[src/rtl/serial_adder_16b_pkg.sv]
// Shared constants and state encoding for the bit-serial 16-bit adder.
package serial_adder_16b_pkg;

  localparam int DATA_WIDTH = 16;
  localparam int CNT_WIDTH  = $clog2(DATA_WIDTH);

  typedef enum logic [1:0] {
    IDLE = 2'b00,
    RUN  = 2'b01,
    DONE = 2'b10
  } stateT;

endpackage : serial_adder_16b_pkg

[src/rtl/serial_adder_16b_fullAdder_1b.sv]
// One-bit full-adder cell; the serial adder pushes one bit through it per cycle.
module fullAdder_1b (
  input  logic a,
  input  logic b,
  input  logic cIn,
  output logic s,
  output logic cOut
);

  // Sum and carry of three one-bit inputs.
  always_comb begin
    s    = a ^ b ^ cIn;
    cOut = (a & b) | (cIn & (a ^ b));
  end

endmodule : fullAdder_1b

[src/rtl/serial_adder_16b.sv]
// Bit-serial adder: LSB-first through one full-adder cell, WIDTH cycles per add,
// result and flags registered on entry to DONE and held until the next DONE.
module serial_adder_16b
  import serial_adder_16b_pkg::*;
#(
  parameter int WIDTH = DATA_WIDTH
) (
  input  logic             clk,
  input  logic             rst,
  input  logic             start,
  input  logic [WIDTH-1:0] a,
  input  logic [WIDTH-1:0] b,
  input  logic             c_in,
  output logic             busy,
  output logic             done,
  output logic [WIDTH-1:0] sum,
  output logic             c_out,
  output logic             ofl
);

  localparam int CntW = $clog2(WIDTH);

  stateT            state;
  logic [WIDTH-1:0] aReg;
  logic [WIDTH-1:0] bReg;
  logic [WIDTH-1:0] partSum;
  logic             carry;
  logic [CntW-1:0]  count;

  logic             cellSum;
  logic             cellCout;
  logic             lastBit;
  logic             msbCarryIn;
  logic [WIDTH-1:0] partSumNext;

  fullAdder_1b uCell (
    .a    (aReg[0]),
    .b    (bReg[0]),
    .cIn  (carry),
    .s    (cellSum),
    .cOut (cellCout)
  );

  // Datapath next values: the cell's sum bit enters at the MSB so the result
  // lands right-aligned after WIDTH shifts. On the last bit, the carry into
  // the cell is the carry into the MSB, which feeds the overflow flag.
  always_comb begin
    lastBit     = (count == CntW'(WIDTH - 1));
    msbCarryIn  = carry;
    partSumNext = {cellSum, partSum[WIDTH-1:1]};
  end

  // FSM and all registers; outputs are loaded directly so they never glitch.
  // NOTE: every flop here uses <= so all registers update from the same
  // pre-edge values; blocking assignments would let later lines see new state.
  always_ff @(posedge clk) begin
    if (rst) begin
      state   <= IDLE;
      aReg    <= '0;
      bReg    <= '0;
      partSum <= '0;
      carry   <= 1'b0;
      count   <= '0;
      busy    <= 1'b0;
      done    <= 1'b0;
      sum     <= '0;
      c_out   <= 1'b0;
      ofl     <= 1'b0;
    end else begin
      case (state)
        IDLE: begin
          if (start) begin
            aReg  <= a;
            bReg  <= b;
            carry <= c_in;
            count <= '0;
            busy  <= 1'b1;
            state <= RUN;
          end
        end
        RUN: begin
          aReg    <= aReg >> 1;
          bReg    <= bReg >> 1;
          partSum <= partSumNext;
          carry   <= cellCout;
          if (lastBit) begin
            // Counter holds at WIDTH-1 rather than wrapping; it is cleared on
            // the next accepted start.
            sum   <= partSumNext;
            c_out <= cellCout;
            ofl   <= msbCarryIn ^ cellCout;
            done  <= 1'b1;
            state <= DONE;
          end else begin
            count <= count + CntW'(1);
          end
        end
        DONE: begin
          done  <= 1'b0;
          busy  <= 1'b0;
          state <= IDLE;
        end
        default: begin
          done  <= 1'b0;
          busy  <= 1'b0;
          state <= IDLE;
        end
      endcase
    end
  end

endmodule : serial_adder_16b

[config.mk]
export PLATFORM = sky130hd
export DESIGN_NAME = serial_adder_16b
export DESIGN_NICKNAME = d
export VERILOG_FILES = /design/src/rtl/serial_adder_16b_pkg.sv /design/src/rtl/serial_adder_16b_fullAdder_1b.sv /design/src/rtl/serial_adder_16b.sv
export SDC_FILE = /design/constraint.sdc
export NUM_CORES = 1
export LEC_CHECK = 0
export CORE_MARGIN = 1
export CORE_UTILIZATION = 53
export DETAILED_ROUTE_END_ITERATION = 12
export HOLD_SLACK_MARGIN = 0.05
export PLACE_DENSITY = 0.82
export SETUP_SLACK_MARGIN = 0.1
export SYNTH_ARGS = -nofsm -noshare
export SYNTH_HDL_FRONTEND = slang
export SYNTH_SLANG_ARGS = --single-unit
[constraint.sdc]
create_clock -name clk -period 4.4 [get_ports clk]
set_clock_uncertainty 0.15 [all_clocks]
set_input_delay 1.1 -clock clk [delete_from_list [all_inputs] [get_ports clk]]
set_output_delay 1.1 -clock clk [all_outputs]
set_load 0.005 [all_outputs]
=== After elaboration in Yosys (flattened, before gate mapping) ===
Cells that the tools add are included.

* $add $sub $neg: 1
* Eq/ne operators: 5
* Multiplexer cells: 16
* Bitwise operators: 8
* Reductions and logical operators: 8

{| class="wikitable"
|+ Operator list
! cell !! number
|-
| 16-bit case mux with 2 select lines || 2
|-
| 16-bit two-way mux || 2
|-
| 2-bit AND reduction || 5
|-
| 4-bit two-way mux || 2
|-
| 4-bit case mux with 2 select lines || 1
|-
| 2-bit inequality test (second input constant) || 3
|-
| 1-bit case mux with 2 select lines || 3
|-
| 4-bit by 1-bit adder with 4-bit output (second input constant) || 1
|-
| 4-bit == test (second input constant) || 1
|-
| 2-bit two-way mux || 2
|-
| 2-bit case mux with 2 select lines || 1
|-
| 1-bit two-way mux || 3
|-
| 3-bit AND reduction || 1
|-
| 1-bit XOR || 3
|-
| 1-bit bitwise AND || 2
|-
| 2-bit by 1-bit == test with 1-bit output (second input constant) || 1
|-
| 2-bit logical NOT || 1
|-
| 1-bit NOT || 2
|-
| 2-bit nonzero test || 1
|-
| 1-bit bitwise OR || 1
|}

* Register bits: 75
* Input bits: 36
* Output and inout bits: 20
* Logic and storage cells: 49

=== Longest topological paths before layout ===
Gate-level depths: netlist (run 1).

* Depth after elaboration: 4
* Mapped depth: 6
* Depth with buffers taken out: 4

=== Cells and area by module ===
From an unflattened synthesis (run 1), not the netlist that was laid out.

* Cell total of the unflattened synthesis: 373
* Area total of the unflattened synthesis: 3278.1 sq um

{| class="wikitable"
|+ Modules (own cells, without submodules)
! module !! times used !! cells an instance !! area an instance (sq um)
|-
| serial_adder_16b || 1 || 372 || 3258.1
|-
| fullAdder_1b || 1 || 1 || 20.0
|}

=== Least setup slack after synthesis (run 1) ===
OpenSTA, ideal clock, no wires.

* Path kind: input port to flip-flop
* From: in rst
* To: reg bReg[0]
* Data arrival time: 1.762 ns
* Data required time: 4.180 ns
* Setup slack: 2.418 ns
* Stages on the path: 5
* Path buffers: 2
* Cell sequence: clkbuf_1 > inv_1 > clkbuf_1 > o21ai_0 > a21oi_1

{| class="wikitable"
|+ RTL lines
! element !! line !! text
|-
| from (decl) || serial_adder_16b.sv:9 || <nowiki>input logic rst,</nowiki>
|-
| to (signal assigned) || serial_adder_16b.sv:83 || <nowiki>bReg <= bReg >> 1;</nowiki>
|-
| to (decl) || serial_adder_16b.sv:25 || <nowiki>logic [WIDTH-1:0] bReg;</nowiki>
|}

==> results of run 1 <==
[worst register-to-register path, cell delays in order, from the launching register on]
cell	delay, ns
dfxtp_1	0.46
nand2b_2	0.93
o21ai_0	0.19
o311a_1	0.32
[metrics by stage]
| step | setup WS [ns] | instance area [um2] |
|---|---|---|
| after floorplan | 2.42 | 2920 |
| after global placement | 1.43 | 3440 |
| after detailed placement | 1.41 | 3440 |
| after CTS | 1.76 | 3620 |
| after global routing | 1.59 | 3620 |
| final | 1.70 | 3620 |
[layer usage]
layer / part of all wire / global-route usage
met4: 0.021 / 0.131
met1: 0.47 / 0.268
met5: 0 / 0
met2: 0.47 / 0.340
met3: 0.038 / 0.0419
[power breakdown]
part	switching, uW	total (uW)	internal (uW)
clock	239	494	255
sequential	17.1	716	699
combinational	76.3	137	61.1
[registers in the layout, indices dropped and copies added (netlist names), 2 cells and up]
register and count:
bReg 16, aReg 16, partSum 15, count 4
sum 16, state 2
[cell usage after synthesis, drive strengths merged (2+ instances only)]
master  instances  area (um2)
a21oi          97         485
a22oi           2        15.0
a31oi           2        12.5
buf            18        98.9
clkbuf         14        52.6
dfxtp          74        1480
inv             2        7.51
nand2          63         236
nand2b          2        12.5
nand3          21         105
nor2            3        11.3
nor3            2        10.0
o21ai          52         260
or3             2        12.5
[cells by family (layout without fill, tap and decap cells)]
family,Yosys count,count (layout),share of synthesized area
adders and majority gates,2,2,0.0111
DFF,74,74,0.508
AOI/OAI and AO/OA,158,158,0.281
xor gates and xnor gates,1,1,0.00300
buffers and inverters,34,75,0.0544
and+or+nand+nor,97,97,0.143
[area by class of cell]
| class | count | area [um2] | area share |
|---|---|---|---|
| tap | 70 | 87.6 | 0.0242 |
| timing repair buffer | 58 | 573 | 0.158 |
| clock buffer | 9 | 124 | 0.0342 |
| sequential | 74 | 1480 | 0.409 |
| inverter | 2 | 7.51 | 0.00207 |
| multi-input combinational | 258 | 1290 | 0.356 |
| clock inverter | 6 | 58.8 | 0.0162 |
[worst max path at each step]
| stage | cells past startpoint | slack (ns) | start | endpoint |
|---|---|---|---|---|
| 2_1_floorplan | 5 | 2.42 | rst | bReg[0] |
| 4_1_cts | 5 | 1.76 | rst | bReg[7] |
| 3_3_place_gp | 5 | 1.43 | rst | bReg[13] |
| 6_report | 5 | 1.70 | rst | bReg[3] |
| 5_1_grt | 5 | 1.59 | rst | bReg[7] |
| 3_5_place_dp | 5 | 1.41 | rst | aReg[14] |
==> results.json, run 1 <==
{
  "ys.flop_type": "dfxtp_1",
  "yosysSeqAreaShare": 0.508,
  "max_stage_delay_ns": 0.61,
  "syn_area_um2": 2920,
  "r2r_setup_slack_ns": 2.25,
  "crit_arrival_ns": 2.82,
  "grt_pass1_vias": 2347,
  "clockRootBuffer": "clkbuf_8",
  "syn_nets": 404,
  "portBuffers": 55,
  "cts.sinks": 74,
  "ys_ff_latch": 74,
  "cts_buffers": 9,
  "drv_slew": 0,
  "critPathKind": "in -> reg",
  "grt_setup_unrepaired": "no",
  "syn-instance-count": 366,
  "grt_first_pass_wirelength_mm": 10.1,
  "final_cells": 477,
  "r2r_start": "state[1]",
  "synth.distinct_cells": 29,
  "gp_congestion": 0.704,
  "min_path_type": "reg -> reg",
  "clock_path_buffers": 2,
  "drive_above_1_share": 0.0541,
  "max-vdd-ir-drop_v": 0.000204,
  "routed_wl_mm": 5.93,
  "fin_crit_sh": 0.613,
  "cp-start-kind": "primary input",
  "final_antenna_net_count": 0,
  "cts_max_level": 3,
  "final_core_util": 0.696,
  "period_minus_slack_ns": 2.70,
  "status": "complete, no violations",
  "area_delta_synth_final_pct": 24.0,
  "cts_hold_buf": 0,
  "synth_edf_count": 0,
  "whs_endpoint": "partSum[10]",
  "max-slew-margin-rel": 0.245,
  "crit_required_ns": 4.52,
  "final_nets": 441,
  "finalSetupViolations": 0,
  "start_util": 0.561,
  "die_area_um2": 5810,
  "min_from": "partSum[11]",
  "die_h_um": 76.2,
  "remaining_drc_errors": 0,
  "reg2regPathDepth": 3,
  "cp_top_family": "buffers and inverters",
  "nFillCells": 465,
  "cp_max_fo": 43,
  "ios": 56,
  "cp.buffers_inverters": 3,
  "drv_cap": 0,
  "total_power_uw": 1350,
  "routedWlPerCell_um": 12.4,
  "post_cts_buffers": 0,
  "hold_violations": 0,
  "vias": 2651,
  "leakage_uw": 0.00130,
  "antenna_found_initial": 0,
  "clock.fmax_ghz": 0.371,
  "cts_resized": 0,
  "clk_latency_ns": 0.35,
  "r2r_end": "count[2]",
  "grt_max_degree": 67,
  "dp_cells": 462,
  "critPathCaptureType": "register",
  "tns_ns": 0,
  "core_um2": 5200,
  "final_cell_mix": "a21oi_1, dfxtp_1, nand2_1, clkdlybuf4s50_1, o21ai_0",
  "first_iter_violations": 197,
  "post-dp-hpwl_mm": 3.63,
  "die_x_um": 76.2,
  "hold_path_depth": 2,
  "cp_slowest_cell": "inv_1",
  "holdWs_ns": 0.320,
  "clkTransAtPathRegs_ns": 0.07,
  "rows": 26,
  "grt_usage": 0.214,
  "dr.pass1.iters": 4,
  "synth_warnings": 0,
  "diodes": 0,
  "ys_async_sr_fraction": 0,
  "overflow": 0,
  "vias_per_cell": 5.56,
  "tightest_slew_ns": 1.13,
  "worstPathCellList": "clkdlybuf4s50_1 -> buf_4 -> inv_1 -> o21ai_0 -> a21oi_1",
  "syn_avg_cell_area_um2": 7.98,
  "layout_commonest_cell": "a21oi_1",
  "cts_tree": "yes",
  "power_density_nw_per_um2": 372
}
(Power assumes the default switching activity.)
==> run 2, diff against run 1 <==
--- a/config.mk
+++ b/config.mk
@@ -6,10 +6,10 @@
 export NUM_CORES = 1
 export LEC_CHECK = 0
 export CORE_MARGIN = 1
-export CORE_UTILIZATION = 53
+export CORE_UTILIZATION = 46
 export DETAILED_ROUTE_END_ITERATION = 12
 export HOLD_SLACK_MARGIN = 0.05
-export PLACE_DENSITY = 0.82
+export PLACE_DENSITY = 0.76
 export SETUP_SLACK_MARGIN = 0.1
 export SYNTH_ARGS = -nofsm -noshare
 export SYNTH_HDL_FRONTEND = slang
==> constraint.sdc (replaced) <==
create_clock -name clk -period 2.3 [get_ports clk]
set_clock_uncertainty 0.15 [all_clocks]
set_input_delay 0.575 -clock clk [delete_from_list [all_inputs] [get_ports clk]]
set_output_delay 0.575 -clock clk [all_outputs]
set_load 0.005 [all_outputs]
==> run 2 against run 1 <==
Against the previous run:
- die area increased by 15%
- non-clock buffer count up 8
- register-to-register slack got worse by 1.8 ns
- largest cell class unchanged
- routed wire length up 6.4%
==> results.json, run 2 (synthesis gave the netlist of run 1 again) <==
{
  "max-vdd-ir-drop_v": 0.000607,
  "final_cells": 491,
  "first_iter_violations": 140,
  "r2r_start": "count[0]",
  "antenna_found_initial": 0,
  "critPathCaptureType": "primary output",
  "clk_latency_ns": 0.35,
  "dr.pass1.iters": 4,
  "crit_arrival_ns": 1.23,
  "rows": 28,
  "cts_buffers": 9,
  "drive_above_1_share": 0.0721,
  "cts_tree": "yes",
  "clkTransAtPathRegs_ns": 0.08,
  "vias_per_cell": 5.30,
  "critPathKind": "reg -> out",
  "start_util": 0.484,
  "cts_hold_buf": 0,
  "cp_max_fo": 2,
  "post-dp-hpwl_mm": 4.02,
  "area_delta_synth_final_pct": 28.4,
  "fin_area_um2": 3750,
  "core_um2": 6030,
  "p_seq_frac": 0.495,
  "diodes": 0,
  "grt_pass1_vias": 2306,
  "status": "complete, no violations",
  "leakage_uw": 0.00135,
  "final_cell_mix": "a21oi_1, dfxtp_1, nand2_1, clkdlybuf4s50_1, o21ai_0",
  "cp-start-kind": "register",
  "dpl_cell_area_um2": 3530,
  "clock_path_buffers": 2,
  "die_area_um2": 6670,
  "die_x_um": 81.7,
  "layout_commonest_cell": "a21oi_1",
  "finalSetupViolations": 0,
  "worstPathCellList": "clkdlybuf4s50_1",
  "min_path_type": "reg -> reg",
  "overflow": 0,
  "vias": 2602,
  "internal-power_uw": 2110,
  "p_switching_uw": 660,
  "portBuffers": 55,
  "power_density_nw_per_um2": 738,
  "min_from": "bReg[9]",
  "grt_setup_unrepaired": "no",
  "post_cts_buffers": 0,
  "power_frac_clock": 0.402,
  "die_h_um": 81.7,
  "cts_max_level": 3,
  "pwr-share-comb": 0.102,
  "top_regs": "aReg x16, bReg x16, sum x16",
  "cts_resized": 0,
  "final_core_util": 0.622,
  "dp_cells": 475,
  "cp_slowest_cell": "clkdlybuf4s50_1",
  "final_antenna_net_count": 0,
  "cp.buffers_inverters": 1,
  "grt_usage": 0.212,
  "cts.sinks": 74,
  "fin_crit_sh": 0.850,
  "hold_violations": 0,
  "clockRootBuffer": "clkbuf_8",
  "routed_wl_mm": 6.31,
  "ios": 56,
  "remaining_drc_errors": 0,
  "period_minus_slack_ns": 1.95,
  "drv_cap": 0,
  "max_stage_delay_ns": 0.51,
  "routedWlPerCell_um": 12.9,
  "crit_required_ns": 1.57,
  "cp-startpoint": "busy",
  "final_nets": 449,
  "drv_slew": 0,
  "grt_max_degree": 33,
  "max-slew-margin-rel": 0.644,
  "tightest_slew_ns": 0.534,
  "clock.fmax_ghz": 0.512,
  "switching_share": 0.239,
  "grt_first_pass_wirelength_mm": 10.6,
  "gp_congestion": 0.746,
  "cp_top_family": "buffers and inverters",
  "total_power_uw": 2770,
  "tns_ns": 0
}
-- run 2: cell types whose count changed in the layout (fill, tap and decap cells not counted), sizes merged --
| cell | delta |
|---|---|
| buf | +8 |
| clkinv | -3 |
| clkbuf | +2 |
| bufinv | +1 |
| clkinvlp | +1 |
-- run 2: per-stage QoR --
step | hold WS [ns] | setup WS (ns)
floorplan | 0.287 | 0.843
detailed placement | 0.311 | 0.165
global route | 0.347 | 0.302
global placement | 0.294 | 0.210
finish | 0.316 | 0.346
CTS | 0.316 | 0.324
-- run 2: path summary, 6_finish.rpt --
kind | endpoint | slack [ns] | cells after the start
hold / removal | bReg[8] | 0.32 | 2
hold reg to reg | bReg[8] | 0.32 | 2
setup / recovery | busy | 0.35 | 1
setup reg to reg | sum[12] | 0.49 | 5
-- run 2: worst min-delay path: cells and delay by family (launching register included) --
| family | cells | cell delay (ns) |
|---|---|---|
| AOI/OAI and AO/OA | 1 | 0.07 |
| DFF | 1 | 0.31 |
| and+or+nand+nor | 1 | 0.05 |
-- run 2: area by class of cell --
cell class / instances / area [um2]
Inverter: 2 / 7.51
Clock inverter: 5 / 77.6
Multi-Input combinational cell: 258 / 1290
Sequential cell: 74 / 1480
Fill cell: 541 / 2280
Timing Repair Buffer: 66 / 658
Clock buffer: 11 / 141
Tap cell: 75 / 93.8
-- run 2: routing by layer --
layer  up-vias  part of all wire  GRT usage
li1       1361                 -          -
met1      1179              0.48      0.270
met2        55              0.46      0.333
met3         7             0.044     0.0600
met4         0             0.012     0.0947
met5         -                 0          0
-- run 2: power groups by stage --
stage	clock (uW)	sequential, uW	combinational [uW]
floorplan	0	1390	176
global placement	0	1400	278
detailed placement	0	1400	283
CTS	1130	1370	284
global route	1200	1380	319
finish	1110	1370	283
